===== src/rtl/clk_divider_pkg.sv =====
// rtl/clk_divider_pkg.sv - shared phase type and output gate helper for the clock divider
package clk_divider_pkg;

  typedef enum logic {
    PHASE_LOW  = 1'b0,
    PHASE_HIGH = 1'b1
  } phase_e;

  // Continuous mode ignores the burst budget; burst mode needs pulses left.
  function automatic logic burst_gate(input logic out_enable,
                                      input logic option,
                                      input logic remaining_nz);
    return out_enable && (!option || remaining_nz);
  endfunction

endpackage


===== src/rtl/clk_divider_counter.sv =====
// rtl/clk_divider_counter.sv - division counter producing one toggle event per half-period
module clk_divider_counter #(
  parameter int COUNTER_BITS = 32
) (
  input  logic                    clk,
  input  logic                    reset,
  input  logic [COUNTER_BITS-1:0] divider,
  output logic                    toggle
);

  localparam logic [COUNTER_BITS-1:0] ONE = COUNTER_BITS'(1);

  logic [COUNTER_BITS-1:0] cnt;

  // >= rather than == so a divider lowered below cnt wraps on the next cycle.
  assign toggle = (cnt >= divider);

  always_ff @(posedge clk) begin
    if (reset) begin
      cnt <= '0;
    end else if (toggle) begin
      cnt <= '0;
    end else begin
      cnt <= cnt + ONE;
    end
  end

endmodule


===== src/rtl/clk_divider.sv =====
// rtl/clk_divider.sv - glitch-free divided clock with optional counted-pulse burst mode
module clk_divider
  import clk_divider_pkg::*;
#(
  parameter int COUNTER_BITS       = 32,
  parameter int PULSE_CONTROL_BITS = 32
) (
  input  logic                          clk,
  input  logic                          reset,
  input  logic                          option,
  input  logic                          write_pulse,
  input  logic                          out_enable,
  input  logic [COUNTER_BITS-1:0]       divider,
  input  logic [PULSE_CONTROL_BITS-1:0] pulse,
  output logic                          clk_o
);

  localparam logic [PULSE_CONTROL_BITS-1:0] ONE = PULSE_CONTROL_BITS'(1);

  logic                          toggle;
  logic                          gate;
  phase_e                        phase_q, phase_d;
  logic                          clk_q, clk_d;
  logic [PULSE_CONTROL_BITS-1:0] remaining_q, remaining_d;

  clk_divider_counter #(
    .COUNTER_BITS(COUNTER_BITS)
  ) u_counter (
    .clk    (clk),
    .reset  (reset),
    .divider(divider),
    .toggle (toggle)
  );

  assign gate  = burst_gate(out_enable, option, remaining_q != '0);
  assign clk_o = clk_q;

  always_ff @(posedge clk) begin
    if (reset) begin
      phase_q     <= PHASE_LOW;
      clk_q       <= 1'b0;
      remaining_q <= '0;
    end else begin
      phase_q     <= phase_d;
      clk_q       <= clk_d;
      remaining_q <= remaining_d;
    end
  end

  // The enable decision is taken only at a rising toggle, so a high phase
  // always runs to its full width even if gating changes mid-pulse.
  always_comb begin
    phase_d     = phase_q;
    clk_d       = clk_q;
    remaining_d = remaining_q;
    if (toggle) begin
      if (phase_q == PHASE_LOW) begin
        phase_d = PHASE_HIGH;
        clk_d   = gate;
        if (option && gate) begin
          remaining_d = remaining_q - ONE;
        end
      end else begin
        phase_d = PHASE_LOW;
        clk_d   = 1'b0;
      end
    end
    if (write_pulse) begin
      remaining_d = pulse;
    end
  end

endmodule


===== config.mk =====
export PLATFORM = sky130hd
export DESIGN_NAME = clk_divider
export DESIGN_NICKNAME = d
export VERILOG_FILES = /design/src/rtl/clk_divider_pkg.sv /design/src/rtl/clk_divider_counter.sv /design/src/rtl/clk_divider.sv
export SDC_FILE = /design/constraint.sdc
export NUM_CORES = 1
export LEC_CHECK = 0
export CORE_MARGIN = 1
export CORE_UTILIZATION = 58
export DETAILED_ROUTE_END_ITERATION = 8
export GPL_TIMING_DRIVEN = 0
export PLACE_DENSITY = 0.89
export SYNTH_ARGS = -nofsm -noshare
export SYNTH_HDL_FRONTEND = slang
export SYNTH_SLANG_ARGS = --single-unit

===== constraint.sdc =====
create_clock -name clk -period 5.8 [get_ports clk]
set_input_delay 1.16 -clock clk [delete_from_list [all_inputs] [get_ports clk]]
set_output_delay 1.16 -clock clk [all_outputs]
set_load 0.02 [all_outputs]

==> impl_metrics.json <==
{
  "place_ws_ns": 1.10,
  "finalCritPeriodShare_pct": 76.1,
  "cts_buffer_depth": 2,
  "p_leak_nw": 2.10,
  "finalMaxSlewViolations": 0,
  "outcome": "completed",
  "synth_nets": 623,
  "async_flop_share_pct": 0,
  "nNetsFinal": 703,
  "io_pins": 70,
  "fmax_mhz": 227,
  "total_power_mw": 0.960,
  "syn_area_um2": 4160,
  "final_common_cell": "nor2_1",
  "synth_top_flop_cell": "dfxtp_1",
  "slew_headroom_pct": 18.1,
  "start_kind": "input pin",
  "rows": 30,
  "drt_wl_total_um": 10000,
  "critPathSlowestCell": "a211oi_1",
  "cp_max_fo": 9,
  "tightestPinTransition_ns": 1.22,
  "wl_per_cell_um": 14.4,
  "holdBufCountCts": 0,
  "ant_nets": 0,
  "drive_gt1_share_pct": 4.17,
  "pwr-share-comb_pct": 15.9,
  "grt_max_degree": 11,
  "core_area_um2": 6870,
  "slowest_delay_ns": 0.88,
  "setup_slack_ns": 1.39,
  "synth_cell_types": 52,
  "htreeDepth": 3,
  "cts_root_buffer": "clkbuf_8",
  "crit_type": "input pin to flip-flop",
  "seq_power_share_pct": 50.9,
  "path_clk_slew_ns": 0.07,
  "drt_first_pass_iters": 5,
  "ff_latch_area_um2": 1320,
  "die_h_um": 86.7,
  "syn_to_final_growth_pct": 23.0,
  "netlist_instances": 519,
  "cts.sinks": 66,
  "p_sw_mw": 0.250,
  "dieArea_um2": 7510,
  "arrival_ns": 4.67,
  "cts-resized-gates": 0,
  "cp-end-kind": "flip-flop",
  "multi_input_area_um2": 2560,
  "final.setup_skew_ns": 0.00891,
  "hold_path_class": "flip-flop to flip-flop",
  "dp_hpwl_um": 7600,
  "vias_per_cell": 5.74,
  "drc": 0,
  "grt_use_total_pct": 28.3,
  "place_congestion": 0.944,
  "setup_viol": 0,
  "nFillCells": 541,
  "grt_pass1_vias": 3768,
  "start_util_pct": 60.5,
  "cts_tree": "built",
  "cp.required_ns": 6.06,
  "internal_power_mw": 0.710,
  "drtIter0Drc": 280,
  "power_density_nw_per_um2": 188,
  "yosys_warnings": 0,
  "postCtsSetupBuffers": 0,
  "crit_chain": "clkdlybuf4s50_1, inv_1, ha_1, nand4_1, nor4_1, nand3_1, a211oi_1, nor2_1, or3_1, a311oi_1",
  "syn_avg_cell_area_um2": 8.01,
  "final_cell_mix": "nor2_1, clkdlybuf4s50_1, dfxtp_1, inv_1, ha_1",
  "vdd_drop_max_v": 0.000132,
  "overflow": 0,
  "yosys_register_bits": 66,
  "vias": 3998,
  "swShare_pct": 26.1,
  "cts_made_buffers": 9,
  "synth-edff-count": 0,
  "drv_cap": 0,
  "tns_ns": 0,
  "die_w_um": 86.7,
  "clk_latency_ns": 0.34,
  "hold_viol_final": 0,
  "fin_crit_ns": 4.41,
  "antenna_found_initial": 0,
  "n_antenna_cell": 0,
  "grt_setup_unrepaired": "no",
  "port_buffers": 69,
  "seq_area_frac_synth_pct": 31.8,
  "grt_pass1_wl_um": 16600,
  "clockPowerShare_pct": 33.1
}
## through the flow
step / hold slack, ns / utilization [%] / area, µm² / instances
2_1_floorplan: 0.441 / - / 4160 / 519
3_3_place_gp: 0.472 / 72.3 / 4970 / 684
3_5_place_dp: 0.482 / 72.3 / 4970 / 684
4_1_cts: 0.497 / 74.4 / 5110 / 696
5_1_grt: 0.544 / 74.4 / 5110 / 696
6_report: 0.498 / 74.4 / 5110 / 696
## power by group through the flow
stage	Clock (mW)	Sequential [mW]	Combinational (mW)
after floorplan	0	0.493	0.0827
after global placement	0	0.497	0.145
after detailed placement	0	0.498	0.150
after CTS	0.320	0.488	0.152
after global routing	0.342	0.491	0.168
final	0.318	0.489	0.153
## critical path, delay by kind of cell
kind | cells | cell delay [ns]
AO/OA/AOI/OAI | 2 | 1.12
adder cells (fa/ha/maj) | 1 | 0.29
buffers and inverters | 2 | 0.50
AND/OR/NAND/NOR | 5 | 1.60
## registers in the layout, summed over array words and instances (netlist names)
| signal | count |
|---|---|
| clk_o | 1 |
| phase_q | 1 |
| u_counter.cnt | 32 |
| remaining_q | 32 |
## per-layer routing
layer / global-route usage, % / part of all wire (%) / vias up
met3: 7.81 / 6.2 / 20
met2: 48.7 / 48 / 151
li1: - / - / 1978
met5: 0 / 0 / -
met1: 34.4 / 44 / 1849
met4: 8.64 / 1.2 / 0
## cell type report
cell class,instances,area share [%]
clock inverters,1,0.0979
well taps,96,2.35
multi-input cells,381,50.0
inverters,54,3.96
clock buffers,11,2.76
repair buffers,69,13.5
plain buffers,18,1.49
flip-flops and latches,66,25.8
## cells in the mapped netlist (3+ instances only)
master | count | area [µm²]
xor2_1 | 30 | 263
a311oi_1 | 4 | 35.0
inv_1 | 54 | 203
a21oi_1 | 18 | 90.1
nand3_1 | 20 | 100
or3_1 | 9 | 56.3
and3_1 | 5 | 31.3
nor4_1 | 11 | 68.8
or4_1 | 3 | 22.5
o21a_1 | 4 | 30.0
a31oi_1 | 5 | 31.3
a221oi_1 | 7 | 61.3
nand4_1 | 9 | 56.3
o21ai_0 | 23 | 115
ha_1 | 35 | 438
clkbuf_1 | 16 | 60.1
a211oi_1 | 18 | 135
nor2_1 | 80 | 300
o31a_1 | 4 | 35.0
dfxtp_1 | 66 | 1320
o21bai_1 | 3 | 22.5
nand2_1 | 26 | 97.6
nand2b_1 | 7 | 43.8
xnor2_1 | 18 | 158
nor3_1 | 11 | 55.1
## kinds of logic after synthesis
family                     share of synthesized area [%]
buffers and inverters                               6.71
adders and majority gates                           10.5
AOI/OAI and AO/OA                                   16.7
and+or+nand+nor                                     23.9
xor gates and xnor gates                            10.1
muxes                                              0.241
DFF                                                 31.8
## worst paths after layout
kind	start	to	slack, ns	cells after the start
worst max-delay path	divider[29]	remaining_q[25]	1.39	10
worst min-delay path	u_counter.cnt[0]	u_counter.cnt[0]	0.50	1
worst max register to register	u_counter.cnt[14]	remaining_q[25]	2.34	8
worst min register to register	u_counter.cnt[0]	u_counter.cnt[0]	0.50	1
Note: power is estimated with default switching activity, not from simulation.
